`config.mk`:
```
export PLATFORM = sky130hd
export DESIGN_NAME = load_store_unit
export DESIGN_NICKNAME = d
export VERILOG_FILES = /design/src/rtl/lsu_pkg.sv /design/src/rtl/load_store_align.sv /design/src/rtl/load_store_unit.sv
export SDC_FILE = /design/constraint.sdc
export NUM_CORES = 1
export LEC_CHECK = 0
export CORE_MARGIN = 8
export CORE_UTILIZATION = 24
export DETAILED_ROUTE_END_ITERATION = 10
export GPL_TIMING_DRIVEN = 1
export REMOVE_ABC_BUFFERS = 1
export SLEW_MARGIN = 10
export SYNTH_ARGS = -nofsm -noshare
export SYNTH_HDL_FRONTEND = slang
export SYNTH_SLANG_ARGS = --single-unit
export TNS_END_PERCENT = 10
```
`constraint.sdc`:
```
create_clock -name clk -period 4.54 [get_ports clk]
set_clock_uncertainty 0.15 [all_clocks]
set_input_delay 0.681 -clock clk [delete_from_list [all_inputs] [get_ports clk]]
set_output_delay 0.681 -clock clk [all_outputs]
set_load 0.02 [all_outputs]
```
`src/rtl/lsu_pkg.sv`:
```
// Shared definitions for the load/store unit: funct3 encodings, FSM states
// and the access legality check applied when a request is accepted.
package lsu_pkg;

   localparam logic [2:0] F3_B  = 3'b000;
   localparam logic [2:0] F3_H  = 3'b001;
   localparam logic [2:0] F3_W  = 3'b010;
   localparam logic [2:0] F3_BU = 3'b100;
   localparam logic [2:0] F3_HU = 3'b101;

   typedef enum logic [2:0] {
      ST_IDLE      = 3'd0,
      ST_LD_WAIT   = 3'd1,
      ST_RMW_READ  = 3'd2,
      ST_RMW_WRITE = 3'd3,
      ST_RESP      = 3'd4
   } lsu_state_t;

   // Stores only accept B/H/W; the unsigned variants exist for loads alone.
   function automatic logic access_error(
      input logic        we,
      input logic [2:0]  funct3,
      input logic [31:0] addr,
      input logic [31:0] limit
   );
      logic bad_funct3;
      logic misaligned;
      bad_funct3 = 1'b1;
      case (funct3)
         F3_B, F3_H, F3_W: bad_funct3 = 1'b0;
         F3_BU, F3_HU:     bad_funct3 = we;
         default:          bad_funct3 = 1'b1;
      endcase
      misaligned = 1'b0;
      if ((funct3 == F3_H || funct3 == F3_HU) && addr[0])
         misaligned = 1'b1;
      if (funct3 == F3_W && addr[1:0] != 2'b00)
         misaligned = 1'b1;
      return bad_funct3 | misaligned | (addr >= limit);
   endfunction

endpackage

```
`src/rtl/load_store_align.sv`:
```
// Lane logic for the load/store unit: extracts and extends sub-word load data
// and merges sub-word store data into a previously read memory word.
module load_store_align
   import lsu_pkg::*;
(
   input  logic [31:0] word,
   input  logic [1:0]  addr_lo,
   input  logic [2:0]  funct3,
   input  logic [15:0] wdata,
   output logic [31:0] load_data,
   output logic [31:0] merged_word
);

   logic [7:0]  byte_sel;
   logic [15:0] half_sel;

   always_comb begin
      byte_sel = word[{addr_lo, 3'b000} +: 8];
      half_sel = addr_lo[1] ? word[31:16] : word[15:0];
      case (funct3)
         F3_B:    load_data = {{24{byte_sel[7]}}, byte_sel};
         F3_BU:   load_data = {24'd0, byte_sel};
         F3_H:    load_data = {{16{half_sel[15]}}, half_sel};
         F3_HU:   load_data = {16'd0, half_sel};
         default: load_data = word;
      endcase
   end

   // Only the addressed lane changes; the rest of the word is written back as read.
   always_comb begin
      merged_word = word;
      case (funct3)
         F3_B: merged_word[{addr_lo, 3'b000} +: 8] = wdata[7:0];
         F3_H: begin
            if (addr_lo[1])
               merged_word[31:16] = wdata;
            else
               merged_word[15:0] = wdata;
         end
         default: ;
      endcase
   end

endmodule

```
`src/rtl/load_store_unit.sv`:
```
// Load/store unit in front of a word-addressed data memory: one request at a
// time, sub-word loads with extension, sub-word stores via read-modify-write.
module load_store_unit
   import lsu_pkg::*;
#(
   parameter logic [31:0] ADDR_LIMIT  = 32'd512,
   parameter logic [31:0] RESET_RDATA = 32'd0
) (
   input  logic        clk,
   input  logic        rst,
   input  logic        req_valid,
   output logic        req_ready,
   input  logic        req_we,
   input  logic [2:0]  req_funct3,
   input  logic [31:0] req_addr,
   input  logic [31:0] req_wdata,
   output logic        resp_valid,
   output logic [31:0] resp_rdata,
   output logic        resp_err,
   output logic [31:0] mem_read_addr,
   input  logic [31:0] mem_read_data,
   output logic [31:0] mem_write_addr,
   output logic [31:0] mem_write_data,
   output logic        mem_write_enable
);

   lsu_state_t  state;
   logic [1:0]  addr_lo_q;
   logic [2:0]  funct3_q;
   logic [15:0] wdata_q;
   logic        access_err;
   logic [31:0] load_data;
   logic [31:0] merged_word;

   assign access_err       = access_error(req_we, req_funct3, req_addr, ADDR_LIMIT);
   assign req_ready        = (state == ST_IDLE);
   assign resp_valid       = (state == ST_RESP);
   assign mem_write_enable = (state == ST_RMW_WRITE);

   // The read must be presented in the accept cycle so data returns the cycle after.
   assign mem_read_addr = (state == ST_IDLE && req_valid) ? {req_addr[31:2], 2'b00} : 32'd0;

   load_store_align u_align (
      .word        (mem_read_data),
      .addr_lo     (addr_lo_q),
      .funct3      (funct3_q),
      .wdata       (wdata_q),
      .load_data   (load_data),
      .merged_word (merged_word)
   );

   // Word stores skip the read and go straight to the write state.
   always_ff @(posedge clk) begin
      if (!rst) begin
         state          <= ST_IDLE;
         resp_rdata     <= RESET_RDATA;
         resp_err       <= 1'b0;
         mem_write_addr <= 32'd0;
         mem_write_data <= 32'd0;
         addr_lo_q      <= 2'b00;
         funct3_q       <= 3'b000;
         wdata_q        <= 16'd0;
      end else begin
         case (state)
            ST_IDLE: begin
               if (req_valid) begin
                  addr_lo_q <= req_addr[1:0];
                  funct3_q  <= req_funct3;
                  wdata_q   <= req_wdata[15:0];
                  if (access_err) begin
                     resp_err   <= 1'b1;
                     resp_rdata <= 32'd0;
                     state      <= ST_RESP;
                  end else if (!req_we) begin
                     state <= ST_LD_WAIT;
                  end else begin
                     mem_write_addr <= {req_addr[31:2], 2'b00};
                     if (req_funct3 == F3_W) begin
                        mem_write_data <= req_wdata;
                        state          <= ST_RMW_WRITE;
                     end else begin
                        state <= ST_RMW_READ;
                     end
                  end
               end
            end
            ST_LD_WAIT: begin
               resp_rdata <= load_data;
               resp_err   <= 1'b0;
               state      <= ST_RESP;
            end
            ST_RMW_READ: begin
               mem_write_data <= merged_word;
               state          <= ST_RMW_WRITE;
            end
            ST_RMW_WRITE: begin
               resp_rdata <= 32'd0;
               resp_err   <= 1'b0;
               state      <= ST_RESP;
            end
            ST_RESP: begin
               resp_err <= 1'b0;
               state    <= ST_IDLE;
            end
            default: state <= ST_IDLE;
         endcase
      end
   end

endmodule

```
# Word level (Yosys, flattened, before mapping)
# Index checks and enable logic that the tools add are counted.
dict set report totals {
  reg_bits 119
  inputBits 103
  out_inout_bits 132
  elab_cells 78
}
dict set report op_classes {
  addsub 1
  magnitude_cmp 1
  eq_ne 16
  shifts 3
  n_mux 26
  bitwise 3
  reduce_logical 20
}
# operator n
set ops {}
lappend ops {{2-to-1 mux 32 bit} 7}
lappend ops {{one-hot mux 32 bit (2 select lines)} 2}
lappend ops {{one-hot mux 32 bit (4 select lines)} 1}
lappend ops {{one-hot mux 32 bit (3 select lines)} 1}
lappend ops {{2-to-1 mux 16 bit} 3}
lappend ops {{bitwise mux 32 bit} 1}
lappend ops {{greater-or-equal comparator 32 x 10 -> 1 bit (second input constant)} 1}
lappend ops {{variable shift 8 x 7 -> 32 bit (first input constant)} 1}
lappend ops {{variable part select 32 x 6 -> 8 bit} 1}
lappend ops {{variable part select 8 x 7 -> 32 bit} 1}
lappend ops {{== test 3 bit (second input constant)} 5}
lappend ops {{== test 3 x 1 -> 1 bit (second input constant)} 3}
lappend ops {{== test 3 x 2 -> 1 bit (second input constant)} 3}
lappend ops {{zero test 3 bit} 3}
lappend ops {{one-hot mux 3 bit (3 select lines)} 1}
lappend ops {{negation 5 -> 7 bit} 1}
lappend ops {{2-to-1 mux 3 bit} 2}
lappend ops {{inequality test 2 x 1 -> 1 bit (second input constant)} 3}
lappend ops {{AND reduction 3 bit} 2}
lappend ops {{nonzero test 2 bit} 3}
lappend ops {{OR reduction 3 bit} 2}
lappend ops {{2-to-1 mux 1 bit} 5}
lappend ops {{AND reduction 5 bit} 1}
lappend ops {{inequality test 2 bit (second input constant)} 2}
lappend ops {{other kinds (10)} 15}

# Logic depth before layout (Yosys ltp)
dict set report depth {
  ltp_word 10
  depth_mapped 9
  ltp_nobuf 7
}

# Hierarchy
# A second synthesis with hierarchy kept.
dict set report unflattened {
  hier_cells 689
  area_unflattened_um2 6108.4
}
# module instances cells_per_inst area_each_um2
set by_module_without_submodules {}
lappend by_module_without_submodules {load_store_unit 1 512 4868.4}
lappend by_module_without_submodules {load_store_align 1 177 1239.9}

# Worst setup path after synthesis
# Ideal clock, no wire load.
dict set report synth_path {
  path_kind {register to register}
  from {register addr_lo_q[1]}
  to {register mem_write_data[24]}
  setup_time_ns 0.084
  arrival_time_ns 2.533
  t_required_ns 4.306
  setup_slack_ns 1.772
  path_stages_with_launch 9
  n_path_buf 2
  period_less_slack_ns 2.768
  path_cell_list {dfxtp_1 -> clkbuf_1 -> clkbuf_1 -> inv_1 -> ha_1 -> nand2b_1 -> nor4_1 -> a21oi_1 -> o31ai_2}
}
dict set report synth_between {
  elab_chain_cells 5
}
# element line_no
set synth_rtl {}
lappend synth_rtl {{from (decl)} load_store_unit.sv:28} ;# logic [1:0] addr_lo_q;
lappend synth_rtl {{from (signal assigned)} load_store_unit.sv:67} ;# addr_lo_q <= req_addr[1:0];
lappend synth_rtl {{negation 5 -> 7 bit} load_store_align.sv:33} ;# F3_B: merged_word[{addr_lo, 3'b000} +: 8] = wdata[7:0];
lappend synth_rtl {{variable part select 8 x 7 -> 32 bit / variable shift 8 x 7 -> 32 bit (equally long branches)} load_store_align.sv:33}
lappend synth_rtl {{bitwise mux 32 bit} load_store_align.sv:33}
lappend synth_rtl {{one-hot mux 32 bit (2 select lines) *} load_store_align.sv:32} ;# case (funct3)
lappend synth_rtl {{one-hot mux 32 bit (2 select lines) *} load_store_unit.sv:64} ;# case (state)
lappend synth_rtl {{to (signal assigned)} load_store_unit.sv:79} ;# mem_write_data <= req_wdata;
lappend synth_rtl {{to (signal assigned)} load_store_unit.sv:93} ;# mem_write_data <= merged_word;
lappend synth_rtl {{to (decl)} load_store_unit.sv:23} ;# output logic [31:0] mem_write_data,
# Every way passes the cells marked *; elsewhere a longest branch is shown, timed or not.
# A chain may end at the register's enable or synchronous reset.

# Final worst setup path
dict set report layout_path {
  from {input port req_valid}
  to {output port mem_read_addr[23]}
}
dict set report layout_between {
  elab_chain_cells 2
}
# element line_no
set layout_rtl {}
lappend layout_rtl {{from (decl)} load_store_unit.sv:11} ;# input logic req_valid,
lappend layout_rtl {{logical AND 1 bit} load_store_unit.sv:41} ;# assign mem_read_addr = (state == ST_IDLE && req_valid) ? {req_addr[31:2], 2'b00} : 32'd0;
lappend layout_rtl {{2-to-1 mux 32 bit} load_store_unit.sv:41}
lappend layout_rtl {{to (decl)} load_store_unit.sv:20} ;# output logic [31:0] mem_read_addr,
# Every way passes these cells.

==> metrics.md <==
| Metric | Value |
|---|---|
| Setup slack after layout | `1.05 ns` |
| Maximum vdd ir drop | `0.000167 V` |
| CP peak stage delay | `0.62 ns` |
| Crit path time final | `3.49 ns` |
| Final cell count without fillers | `1,220` |
| Worst Path Required | `3.71 ns` |
| Die area | `30,300 um^2` |
| Final wirelength | `24,300 um` |
| Largest net degree at the start of global routing | `59` |
| Cells after synthesis | `673` |
| Run status | `finished, final reports clean` |
| Ports | `235` |
| Resized cells post-CTS | `0` |
| Asr flop ratio synth | `0%` |
| Final number of setup-violating endpoints | `0` |
| Worst EP arrival | `2.66 ns` |
| Hold path start | `mem_write_addr[11]$_SDFFE_PN0P_` |
| Cell area after layout | `9160 um^2` |
| Final period util | `77.0%` |
| Cell depth of the worst setup path | `5` |
| Vias in the first global route | `6,135` |
| Total power | `2.80 mW` |
| Final Hold Fails | `0` |
| CTS tree | `done` |
| Startpoint Class | `input port` |
| Hold/Removal Path Class | `reg -> reg` |
| Root Buffer | `clkbuf_16` |
| CTS Buf Count | `17` |
| Max-slew headroom | `28.2%` |
| Post-CTS Setup Bufs | `0` |
| Static leakage | `3.21 nW` |
| Via/cell ratio | `5.03` |
| Pins Over Slew Limit | `0` |
| Max stage delay cell, worst path | `clkdlybuf4s50_1` |
| Crit path max fanout | `35` |
| Cell count after placement | `1,188` |
| Reg2reg start | `addr_lo_q[1]$_SDFFE_PN0P_` |
| Starting density of the core | `24.1%` |
| Fillers | `2,569` |
| Placed cell area | `8560 um^2` |
| Final nets | `985` |
| Drt first-iter violations | `420` |
| Share of post-route cells with drive strength above 1 | `10.7%` |
| Tightest Pin Transition | `1.08 ns` |
| Gr ovfl total | `0` |
| Antenna violation net count after detailed routing | `0` |
| Mapped cell area | `6000 um^2` |
| Post-synth EDFFs | `0` |
| P&R area growth vs syn | `52.6%` |
| Yosys warns | `0` |
| Clock Sinks | `119` |
| Die X | `174 um` |
| Worst R2R Path Depth | `8` |
| Initial antenna violation count | `5` |
| Place WS | `0.785 ns` |
| Ys flop type | `dfxtp_1` |
| GRT Util Overall | `15.7%` |
| RR Endpoint | `mem_write_data[3]$_SDFFE_PN0P_` |
| Clock Pin Slew Worst Setup and Hold Paths | `0.06 ns` |
| RSZ-0062 raised after global routing | `no` |
| Synth cell types | `53` |
| First-pass DRT Iterations | `7` |
| Clock Tree Buf Depth | `2` |
| TNS Setup | `0 ns` |
| Routed vias | `6,132` |
| Core footprint | `24,900 um^2` |
| Sequential share of the synthesized area | `39.7%` |
| CP bufs+invs | `3` |
| Hold path depth | `1` |
| Number of port buffers | `230` |
| Yosys reg bits | `119` |
| Post-DP HPWL | `18,100 um` |
| Max Freq | `286 MHz` |
| Cell Pwr Density | `306 nW/um^2` |
| Antenna cells | `0` |
| Final GP Congestion | `0.827` |
| Worst-skew pair later-pin latency | `0.42 ns` |
| Die Ht | `174 um` |
| Critical path cell sequence | `clkdlybuf4s50_1, nor4b_4, buf_4, and2_1, clkdlybuf4s50_1` |
| Critical path class | `in -> out` |
| Most used cell along the critical path | `clkdlybuf4s50_1` |
| Syn Area/Cell | `8.91 um^2` |
| CP top delay family | `buffers and inverters` |
| Detailed-route wire length per cell | `19.9 um` |
| Drt drc | `0` |
| Setup slack on the worst flop-to-flop path | `1.54 ns` |
| Row cnt | `58` |
| First-pass GRT wire length | `37,100 um` |
| CP endpoint kind | `output port` |
| Post-CTS Hold Fix Bufs | `0` |
| Max-Cap Viols | `0` |
| CTS H-tree lvls | `4` |
| Hold endpoint | `mem_write_addr[11]$_SDFFE_PN0P_` |
[layout make-up]
cell class	instances	area [um^2]	share of cell area [%]
clock buffers	17	425	4.65
flip-flops and latches	119	2380	26.0
inverters	9	33.8	0.369
multi-input cells	483	3310	36.1
well taps	330	413	4.51
clock inverters	15	168	1.83
repair buffers	247	2420	26.5
[flip-flops by register name (all words and copies together) (netlist names)]
| signal | flops |
|---|---|
| mem_write_data | 32 |
| resp_rdata | 32 |
| mem_write_addr | 30 |
| wdata_q | 16 |
| funct3_q | 3 |
| state | 3 |
| addr_lo_q | 2 |
| resp_err | 1 |
[synthesized netlist by cell type (all sizes together) (5+ instances only)]
master	instances	area share (%)
dfxtp	119	40
nand2	66	4.1
and2	57	5.9
o21ai	54	4.5
clkbuf	44	2.8
nand4	33	3.4
o31ai	32	6.5
a21oi	24	2.0
a21boi	21	2.6
buf	21	2.3
nand2b	20	2.1
a221oi	19	2.8
a221o	16	2.7
a22o	16	2.3
nor2	15	0.94
o2bb2ai	12	1.8
nand3	11	0.92
inv	9	0.56
nor2b	9	0.94
nor4	9	1.0
nor3	8	0.67
a21o	6	0.75
o22ai	6	0.63
ha	5	1.0
mux2	5	0.94
mux4	5	1.9
[cell usage in the layout, fill, tap and decap left out, drive strengths merged, types with 17 or more instances in the layout]
cell type / instances
o21ai: 54
clkdlybuf4s50: 229
clkbuf: 17
buf: 18
o31ai: 32
dfxtp: 119
nand2: 66
nand2b: 20
a221oi: 19
a21boi: 21
nand4: 33
and2: 57
a21oi: 24
[worst max path at each step]
stage / from / endpoint / slack [ns]
detailed placement: req_addr[9] / mem_write_data[3]$_SDFFE_PN0P_ / 0.78
global placement: req_addr[9] / mem_write_data[26]$_SDFFE_PN0P_ / 0.86
CTS: req_valid / mem_read_addr[23] / 1.02
global route: req_valid / mem_read_addr[23] / 0.92
floorplan: state[1]$_SDFFE_PN0P_ / mem_write_data[10]$_SDFFE_PN0P_ / 0.28
finish: req_valid / mem_read_addr[23] / 1.05
[power breakdown]
part / leakage (nW) / internal [mW] / switching (mW)
Combinational: 1.96 / 0.170 / 0.185
Sequential: 0.962 / 1.06 / 0.0247
Clock: 0.286 / 0.820 / 0.547
[layer usage]
metal / part of all wire (%) / GRT usage (%)
met5: 0.21 / 0
met4: 1.6 / 4.99
met2: 45 / 24.5
met1: 43 / 19.2
met3: 11 / 6.79
[per-stage QoR]
| stage | utilization (%) | hold slack, ns |
|---|---|---|
| 2_1_floorplan | - | 0.306 |
| 3_3_place_gp | 34.4 | 0.287 |
| 3_5_place_dp | 34.4 | 0.294 |
| 4_1_cts | 36.8 | 0.312 |
| 5_1_grt | 36.8 | 0.320 |
| 6_report | 36.8 | 0.306 |
[logic make-up after synthesis]
kind of cell	share of synthesized area [%]
mux	3.32
other cells	0.0625
buf+inv	5.57
fa+ha+maj	1.04
flops	39.7
compound gates	28.7
simple gates	21.6
Power figures use the tool's default switching activity.
